==> src/rtl/branch_resolver.sv <==
// branch_resolver: resolve-stage branch evaluation, flush/redirect on mispredict,
// 2-bit-counter outcome strobe and a BTB update queue on a valid/ready port.
// Optional feature: define BR_JUMP_RESOLVE_EN to also resolve JMP/JAL here.
// Opcode map: BEQ=4'h4, BNE=4'h5, BGZ=4'h6, BLZ=4'h7, JMP=4'h8, JAL=4'h9.
module branch_resolver #(
    parameter int FIFO_DEPTH = 4,
    parameter int INDEX_BITS = 8,
    parameter int TAG_BITS   = 8
) (
    input  logic                  clk,
    input  logic                  reset,
    input  logic                  res_valid,
    input  logic [15:0]           res_instr,
    input  logic [15:0]           res_pc,
    input  logic [15:0]           res_pred_pc,
    input  logic [15:0]           res_rs,
    input  logic [15:0]           res_rt,
    output logic                  flush,
    output logic [15:0]           redirect_pc,
    output logic                  cnt_valid,
    output logic                  cnt_taken,
    output logic                  upd_valid,
    input  logic                  upd_ready,
    output logic [INDEX_BITS-1:0] upd_index,
    output logic [TAG_BITS-1:0]   upd_tag,
    output logic [15:0]           upd_target,
    output logic                  upd_overflow,
    output logic [15:0]           branch_count,
    output logic [15:0]           mispredict_count
);
    localparam logic [3:0] BEQ_OP = 4'h4;
    localparam logic [3:0] BNE_OP = 4'h5;
    localparam logic [3:0] BGZ_OP = 4'h6;
    localparam logic [3:0] BLZ_OP = 4'h7;
`ifdef BR_JUMP_RESOLVE_EN
    localparam logic [3:0] JMP_OP = 4'h8;
    localparam logic [3:0] JAL_OP = 4'h9;
`endif
    localparam int PTR_W = $clog2(FIFO_DEPTH);
    localparam int CNT_W = PTR_W + 1;

    logic                  flush_q, cnt_valid_q, cnt_taken_q, overflow_q;
    logic [15:0]           redirect_q, br_cnt_q, mp_cnt_q;
    logic [PTR_W-1:0]      wr_ptr_q, rd_ptr_q;
    logic [CNT_W-1:0]      count_q, count_d;
    logic [INDEX_BITS-1:0] idx_mem_q [FIFO_DEPTH];
    logic [TAG_BITS-1:0]   tag_mem_q [FIFO_DEPTH];
    logic [15:0]           tgt_mem_q [FIFO_DEPTH];

    logic        accept, is_cond, is_jump, taken, resolved, mispredict;
    logic        push, pop, full, drop;
    logic [15:0] imm_sext, seq_pc, actual_pc, upd_tgt_d;

`ifndef BR_JUMP_RESOLVE_EN
    // Jump target bits are only consumed when jumps resolve here.
    logic unused_jump_bits;
    assign unused_jump_bits = ^res_instr[11:8];
`endif

    // Decode, evaluate direction and compute the architecturally correct next PC.
    always_comb begin
        accept    = res_valid && !flush_q;
        is_cond   = 1'b0;
        is_jump   = 1'b0;
        taken     = 1'b0;
        imm_sext  = {{8{res_instr[7]}}, res_instr[7:0]};
        seq_pc    = res_pc + 16'd1;
        case (res_instr[15:12])
            BEQ_OP: begin is_cond = 1'b1; taken = (res_rs == res_rt); end
            BNE_OP: begin is_cond = 1'b1; taken = (res_rs != res_rt); end
            BGZ_OP: begin is_cond = 1'b1; taken = ($signed(res_rs) > 16'sd0); end
            BLZ_OP: begin is_cond = 1'b1; taken = res_rs[15]; end
`ifdef BR_JUMP_RESOLVE_EN
            JMP_OP, JAL_OP: begin is_jump = 1'b1; taken = 1'b1; end
`endif
            default: ;
        endcase
        actual_pc = taken ? (seq_pc + imm_sext) : seq_pc;
        if (is_jump)
            actual_pc = {res_pc[15:12], res_instr[11:0]};
        resolved   = accept && (is_cond || is_jump);
        mispredict = resolved && (actual_pc != res_pred_pc);
        upd_tgt_d  = taken ? actual_pc : 16'hFFFF;
    end

    // Queue bookkeeping: a push into a full queue survives only if the head pops.
    always_comb begin
        pop     = (count_q != '0) && upd_ready;
        full    = (count_q == CNT_W'(FIFO_DEPTH));
        push    = mispredict && (!full || pop);
        drop    = mispredict && full && !pop;
        count_d = count_q;
        if (push && !pop)
            count_d = count_q + CNT_W'(1);
        else if (pop && !push)
            count_d = count_q - CNT_W'(1);
    end

    // Registered flush/redirect, counter strobe and saturating perf counters.
    always_ff @(posedge clk) begin
        if (reset) begin
            flush_q     <= 1'b0;
            redirect_q  <= '0;
            cnt_valid_q <= 1'b0;
            cnt_taken_q <= 1'b0;
            br_cnt_q    <= '0;
            mp_cnt_q    <= '0;
        end else begin
            flush_q     <= mispredict;
            cnt_valid_q <= accept && is_cond;
            cnt_taken_q <= accept && is_cond && taken;
            if (mispredict)
                redirect_q <= actual_pc;
            if (resolved && br_cnt_q != 16'hFFFF)
                br_cnt_q <= br_cnt_q + 16'd1;
            if (mispredict && mp_cnt_q != 16'hFFFF)
                mp_cnt_q <= mp_cnt_q + 16'd1;
        end
    end

    // BTB update FIFO; storage is cleared on reset so idle fields read as zero.
    always_ff @(posedge clk) begin
        if (reset) begin
            wr_ptr_q   <= '0;
            rd_ptr_q   <= '0;
            count_q    <= '0;
            overflow_q <= 1'b0;
            for (int i = 0; i < FIFO_DEPTH; i++) begin
                idx_mem_q[i] <= '0;
                tag_mem_q[i] <= '0;
                tgt_mem_q[i] <= '0;
            end
        end else begin
            count_q <= count_d;
            if (drop)
                overflow_q <= 1'b1;
            if (pop)
                rd_ptr_q <= rd_ptr_q + PTR_W'(1);
            if (push) begin
                idx_mem_q[wr_ptr_q] <= res_pc[INDEX_BITS-1:0];
                tag_mem_q[wr_ptr_q] <= res_pc[INDEX_BITS +: TAG_BITS];
                tgt_mem_q[wr_ptr_q] <= upd_tgt_d;
                wr_ptr_q            <= wr_ptr_q + PTR_W'(1);
            end
        end
    end

    assign flush            = flush_q;
    assign redirect_pc      = redirect_q;
    assign cnt_valid        = cnt_valid_q;
    assign cnt_taken        = cnt_taken_q;
    assign upd_valid        = (count_q != '0);
    assign upd_index        = idx_mem_q[rd_ptr_q];
    assign upd_tag          = tag_mem_q[rd_ptr_q];
    assign upd_target       = tgt_mem_q[rd_ptr_q];
    assign upd_overflow     = overflow_q;
    assign branch_count     = br_cnt_q;
    assign mispredict_count = mp_cnt_q;
endmodule

==> config.mk <==
export PLATFORM = sky130hd
export DESIGN_NAME = branch_resolver
export DESIGN_NICKNAME = d
export VERILOG_FILES = /design/src/rtl/branch_resolver.sv
export SDC_FILE = /design/constraint.sdc
export NUM_CORES = 1
export LEC_CHECK = 0
export CORE_MARGIN = 5
export CORE_UTILIZATION = 40
export CTS_CLUSTER_DIAMETER = 60
export DETAILED_ROUTE_END_ITERATION = 16
export SLEW_MARGIN = 25
export SYNTH_ARGS = -nofsm -noshare
export SYNTH_HDL_FRONTEND = slang
export SYNTH_SLANG_ARGS = --single-unit
export TNS_END_PERCENT = 30
==> constraint.sdc <==
create_clock -name clk -period 18.7 [get_ports clk]
set_clock_uncertainty 0.05 [all_clocks]
set_input_delay 3.74 -clock clk [delete_from_list [all_inputs] [get_ports clk]]
set_output_delay 3.74 -clock clk [all_outputs]
set_load 0.1 [all_outputs]
==> report_table.html <==
<table>
<tr><th>Metric</th><th>Value</th></tr>
<tr><th colspan="2">Drt</th></tr>
<tr><td>Count of vias placed by the detailed router</td><td>8,112</td></tr>
<tr><td>Number of iterations in the first detailed-routing pass</td><td>5</td></tr>
<tr><td>Total routed wirelength</td><td>about 30 mm</td></tr>
<tr><td>Routed wirelength normalized by instance count</td><td>20.6 microns</td></tr>
<tr><td>Final routed DRC violation total</td><td>0</td></tr>
<tr><td>Number of vias per cell</td><td>about 5.7</td></tr>
<tr><td>Remaining number of nets flagged by the antenna check after routing</td><td>0</td></tr>
<tr><td>DRC violation total after the first TritonRoute iteration</td><td>562</td></tr>
<tr><th colspan="2">Power</th></tr>
<tr><td>Power density of the placed cells</td><td>approximately 100 nW/um^2</td></tr>
<tr><td>Net switching fraction of the power</td><td>0.389</td></tr>
<tr><td>Psw</td><td>just over 500 uW</td></tr>
<tr><td>Leakage power</td><td>4.63 nW</td></tr>
<tr><td>Int Pwr</td><td>812 uW</td></tr>
<tr><td>Highest ir drop seen on vdd</td><td>115 uV</td></tr>
<tr><td>Clk network pwr share</td><td>0.291</td></tr>
<tr><td>Comb power frac</td><td>0.348</td></tr>
<tr><td>Sequential cell fraction of total power</td><td>0.361</td></tr>
<tr><th colspan="2">Critical path</th></tr>
<tr><td>Data arrival time at the worst-slack endpoint</td><td>9.96 ns</td></tr>
<tr><td>Endpoint class of the critical path</td><td>register</td></tr>
<tr><td>Biggest cell delay along the critical path</td><td>about 0.84 ns</td></tr>
<tr><td>Data required time of the worst path</td><td>about 19 ns</td></tr>
<tr><td>Reg2reg path depth</td><td>6</td></tr>
<tr><td>Max FO, Critical Path</td><td>34</td></tr>
<tr><td>Slowest-stage cell, CP</td><td>sky130_fd_sc_hd__a21o_2</td></tr>
<tr><td>Critical path class</td><td>in -&gt; reg</td></tr>
<tr><td>Worst-path cell chain</td><td>clkdlybuf4s50_1 -&gt; nand4_1 -&gt; or2_2 -&gt; xnor2_1 -&gt; ha_1 -&gt; a221oi_2 -&gt; a21oi_1 -&gt; or3_1 -&gt; a22oi_1 -&gt; or3b_1 -&gt; a211oi_1 -&gt; and4_1 -&gt; a21oi_2 -&gt; buf_4 -&gt; and2_2 -&gt; a21o_2</td></tr>
<tr><td>Critical Path Start Type</td><td>input pin</td></tr>
<tr><th colspan="2">Clock network</th></tr>
<tr><td>Max H-tree Level</td><td>4</td></tr>
<tr><td>Count of hold-fix buffers inserted at cts</td><td>0</td></tr>
<tr><td>Clock network latency to the later pin of the worst-skew pair</td><td>0.43 ns</td></tr>
<tr><td>Sinks on Clock Net</td><td>189</td></tr>
<tr><td>Root Driver</td><td>sky130_fd_sc_hd__clkbuf_16</td></tr>
<tr><td>Number of buffers added by the clock tree synthesis step</td><td>17</td></tr>
<tr><td>CTS tree</td><td>done</td></tr>
<tr><td>Clock input transition at the sequential cells of the worst setup and hold paths</td><td>0.08 ns</td></tr>
<tr><td>Count of buffers added by post-CTS timing repair for setup</td><td>0</td></tr>
<tr><td>Max Root-Sink Buffers</td><td>2</td></tr>
<tr><td>Count of cells resized by post-cts repair</td><td>0</td></tr>
<tr><th colspan="2">Finish</th></tr>
<tr><td>Share of post-route cells with drive strength above 1</td><td>0.0944</td></tr>
<tr><td>Synthesis-to-layout area growth</td><td>24.7%</td></tr>
<tr><td>Final Net Count</td><td>1,198</td></tr>
<tr><td>Post-Route Utilization</td><td>0.506</td></tr>
<tr><td>Commonest non-fill, non-tap cell in the layout</td><td>sky130_fd_sc_hd__clkdlybuf4s50_1</td></tr>
<tr><td>Final design instance area without fill</td><td>12,700 sq um</td></tr>
<tr><td>Commonest cells after routing, fill and taps aside</td><td>sky130_fd_sc_hd__clkdlybuf4s50_1, sky130_fd_sc_hd__edfxtp_1, sky130_fd_sc_hd__nor2_1, sky130_fd_sc_hd__nand2_1, sky130_fd_sc_hd__dfxtp_1</td></tr>
<tr><th colspan="2">Die</th></tr>
<tr><td>Boundary Pins</td><td>about 170</td></tr>
<tr><td>Die boundary height</td><td>170 microns</td></tr>
<tr><td>Overall die area</td><td>28,800 sq um</td></tr>
<tr><td>Cell Rows</td><td>58</td></tr>
<tr><td>DIE WIDTH</td><td>170 microns</td></tr>
<tr><td>Effective utilization at floorplan</td><td>0.406</td></tr>
<tr><td>Core area</td><td>between 20,000 and 30,000 sq um</td></tr>
<tr><th colspan="2">Yosys</th></tr>
<tr><td>Cell count after synthesis</td><td>951</td></tr>
<tr><td>Post-synthesis average cell area</td><td>10.7 sq um</td></tr>
<tr><td>Cell Area, Synth</td><td>10,200 sq um</td></tr>
<tr><td>Mapped Nets</td><td>1,060</td></tr>
<tr><td>Synth warn</td><td>0</td></tr>
<tr><td>Top_reg_cell synth</td><td>sky130_fd_sc_hd__edfxtp_1</td></tr>
<tr><td>Async set-or-reset flop fraction in the synthesized netlist</td><td>0</td></tr>
<tr><td>Number of enable-type register cells in the synthesized netlist</td><td>~130</td></tr>
<tr><td>Sequential element share of the synthesized area</td><td>0.496</td></tr>
<tr><td>Post-synthesis sequential element count</td><td>189</td></tr>
<tr><td>Distinct cell type count after synthesis</td><td>69</td></tr>
<tr><th colspan="2">Worst hold path</th></tr>
<tr><td>Class of the tightest hold or removal check</td><td>reg -&gt; reg</td></tr>
<tr><td>Number of cells traversed by the worst hold path</td><td>2</td></tr>
<tr><th colspan="2">Global route</th></tr>
<tr><td>First-pass GRT wire length</td><td>45.4 mm</td></tr>
<tr><td>Number of antenna violations at the first check in global routing</td><td>3</td></tr>
<tr><td>Via count of the first global-routing pass</td><td>8,062</td></tr>
<tr><td>Pin count of the biggest net entering global routing</td><td>56</td></tr>
<tr><td>Total grt overflow</td><td>0</td></tr>
<tr><td>Global-route usage over all layers</td><td>0.204</td></tr>
<tr><th colspan="2">STA</th></tr>
<tr><td>Unrepaired setup endpoints after global routing</td><td>no</td></tr>
<tr><td>Min cycle time layout</td><td>9.95 ns</td></tr>
<tr><td>Headroom to the max-slew limit</td><td>0.289</td></tr>
<tr><td>Sum of negative setup slack</td><td>0 ns</td></tr>
<tr><td>Final hold violation count</td><td>0</td></tr>
<tr><td>Setup ws final</td><td>8.75 ns</td></tr>
<tr><td>Final clock period utilization by the worst path</td><td>0.532</td></tr>
<tr><td>Number of max-slew violations in the final report</td><td>0</td></tr>
<tr><td>Worst slew pin tran</td><td>approximately 1.1 ns</td></tr>
<tr><td>Hold Worst Slack</td><td>a little over 0.4 ns</td></tr>
<tr><td>Final setup fails</td><td>0</td></tr>
<tr><td>Achievable clock frequency</td><td>0.100 GHz</td></tr>
<tr><th colspan="2">Place</th></tr>
<tr><td>Worst-case setup slack after placement</td><td>8.01 ns</td></tr>
<tr><td>Placed inst area</td><td>~12,000 sq um</td></tr>
<tr><td>Port buffer count</td><td>between 150 and 200</td></tr>
<tr><td>Global placement routability congestion</td><td>between 0.8 and 0.9</td></tr>
<tr><td>Detailed placer's ending HPWL</td><td>20.0 mm</td></tr>
<tr><th colspan="2">Status</th></tr>
<tr><td>Status</td><td>completed</td></tr>
<tr><th colspan="2">Job</th></tr>
<tr><td>Maximum Capacitance Violations</td><td>0</td></tr>
</table>
==> synth_stat cells (3+ instances only) <==
| master | count | area share |
|---|---|---|
| sky130_fd_sc_hd__edfxtp_1 | 128 | 0.38 |
| sky130_fd_sc_hd__and2_1 | 8 | 0.0049 |
| sky130_fd_sc_hd__a2111oi_0 | 3 | 0.0026 |
| sky130_fd_sc_hd__and3_1 | 55 | 0.034 |
| sky130_fd_sc_hd__dfxtp_1 | 61 | 0.12 |
| sky130_fd_sc_hd__nand4_1 | 18 | 0.011 |
| sky130_fd_sc_hd__nand2_1 | 66 | 0.024 |
| sky130_fd_sc_hd__nor4_1 | 24 | 0.015 |
| sky130_fd_sc_hd__nand2b_1 | 6 | 0.0037 |
| sky130_fd_sc_hd__o2111a_1 | 3 | 0.0033 |
| sky130_fd_sc_hd__buf_2 | 11 | 0.0054 |
| sky130_fd_sc_hd__o22ai_1 | 3 | 0.0018 |
| sky130_fd_sc_hd__ha_1 | 23 | 0.028 |
| sky130_fd_sc_hd__a211oi_1 | 12 | 0.0088 |
| sky130_fd_sc_hd__or3_1 | 18 | 0.011 |
| sky130_fd_sc_hd__nand3_1 | 25 | 0.012 |
| sky130_fd_sc_hd__or4_1 | 8 | 0.0059 |
| sky130_fd_sc_hd__clkinv_1 | 3 | 0.0011 |
| sky130_fd_sc_hd__mux4_2 | 32 | 0.071 |
| sky130_fd_sc_hd__or2_2 | 7 | 0.0043 |
| sky130_fd_sc_hd__inv_1 | 16 | 0.0059 |
| sky130_fd_sc_hd__o21a_1 | 3 | 0.0022 |
| sky130_fd_sc_hd__nand3b_1 | 5 | 0.0037 |
| sky130_fd_sc_hd__a31oi_1 | 3 | 0.0018 |
| sky130_fd_sc_hd__clkbuf_1 | 30 | 0.011 |
| sky130_fd_sc_hd__mux2i_1 | 11 | 0.011 |
| sky130_fd_sc_hd__and4_1 | 7 | 0.0060 |
| sky130_fd_sc_hd__a21o_1 | 7 | 0.0051 |
| sky130_fd_sc_hd__buf_1 | 9 | 0.0033 |
| sky130_fd_sc_hd__mux2_2 | 4 | 0.0044 |
| sky130_fd_sc_hd__xor2_1 | 25 | 0.021 |
| sky130_fd_sc_hd__nor3_1 | 40 | 0.020 |
| sky130_fd_sc_hd__nor2b_1 | 9 | 0.0055 |
| sky130_fd_sc_hd__o21ai_0 | 17 | 0.0083 |
| sky130_fd_sc_hd__o211ai_1 | 5 | 0.0037 |
| sky130_fd_sc_hd__nor2_1 | 101 | 0.037 |
| sky130_fd_sc_hd__o31ai_1 | 9 | 0.0066 |
| sky130_fd_sc_hd__xnor2_1 | 37 | 0.032 |
| sky130_fd_sc_hd__a21oi_1 | 57 | 0.028 |
==> per-stage QoR <==
stage	power (mW)	std cells
after floorplan	0.837	951
after global placement	0.951	1400
after detailed placement	0.953	1400
after CTS	1.34	1432
after global routing	1.38	1434
final	1.33	1434
==> power groups by stage <==
stage / logic [mW] / registers, mW / clock network, mW
floorplan: 0.341 / 0.496 / 0
global placement: 0.463 / 0.489 / 0
detailed placement: 0.464 / 0.489 / 0
CTS: 0.465 / 0.480 / 0.393
global route: 0.486 / 0.482 / 0.411
finish: 0.462 / 0.479 / 0.387
==> critical path, delay by kind of cell <==
family,cells,cell delay (ns)
adders and majority gates,1,0.44
AOI/OAI and AO/OA,6,2.17
and+or+nand+nor,6,1.97
buffers and inverters,2,0.97
xor gates and xnor gates,1,0.60
==> cell families after synthesis <==
| logic type | after synthesis | synth area share |
|---|---|---|
| AND/OR/NAND/NOR | 408 | 0.208 |
| flip-flops | 189 | 0.496 |
| AO/OA/AOI/OAI | 144 | 0.0928 |
| buffers and inverters | 75 | 0.0313 |
| XOR/XNOR | 62 | 0.0531 |
| multiplexers | 48 | 0.0868 |
| adder cells (fa/ha/maj) | 25 | 0.0321 |
==> worst paths after layout <==
kind / to / start / slack [ns]
max: tgt_mem_q[0][6]$_SDFFCE_PN0P_ / res_pc[2] / 8.75
min: redirect_pc[4]$_SDFFE_PP0P_ / redirect_pc[4]$_SDFFE_PP0P_ / 0.40
max reg2reg: tgt_mem_q[0][6]$_SDFFCE_PN0P_ / flush$_SDFF_PP0_ / 15.15
min reg2reg: redirect_pc[4]$_SDFFE_PP0P_ / redirect_pc[4]$_SDFFE_PP0P_ / 0.40
==> layout make-up <==
cell class / count / area, sq um
Clock inverter: 15 / 193
Clock buffer: 17 / 425
Tap cell: 330 / 413
Timing Repair Buffer: 175 / 1720
Fill cell: 2292 / 12400
Inverter: 19 / 71.3
Sequential cell: 189 / 5070
Multi-Input combinational cell: 687 / 4850
Antenna cell: 2 / 5.00
==> flip-flops by register name, summed over array words and instances, names as in the netlist, named ones only <==
name              cells
cnt_valid             1
rd_ptr_q              2
wr_ptr_q              2
cnt_taken             1
mispredict_count     16
branch_count         16
count_q               3
idx_mem_q            32
flush                 1
tag_mem_q            32
redirect_pc          16
tgt_mem_q            64
upd_overflow          1
==> metal layers <==
layer	up-vias	track usage	part of all wire
met5	-	0	0
met4	0	0.0571	0.015
met3	27	0.0641	0.091
met2	299	0.335	0.48
met1	3928	0.260	0.41
li1	3858	-	-
No activity file was read; power rests on OpenSTA's default activity.
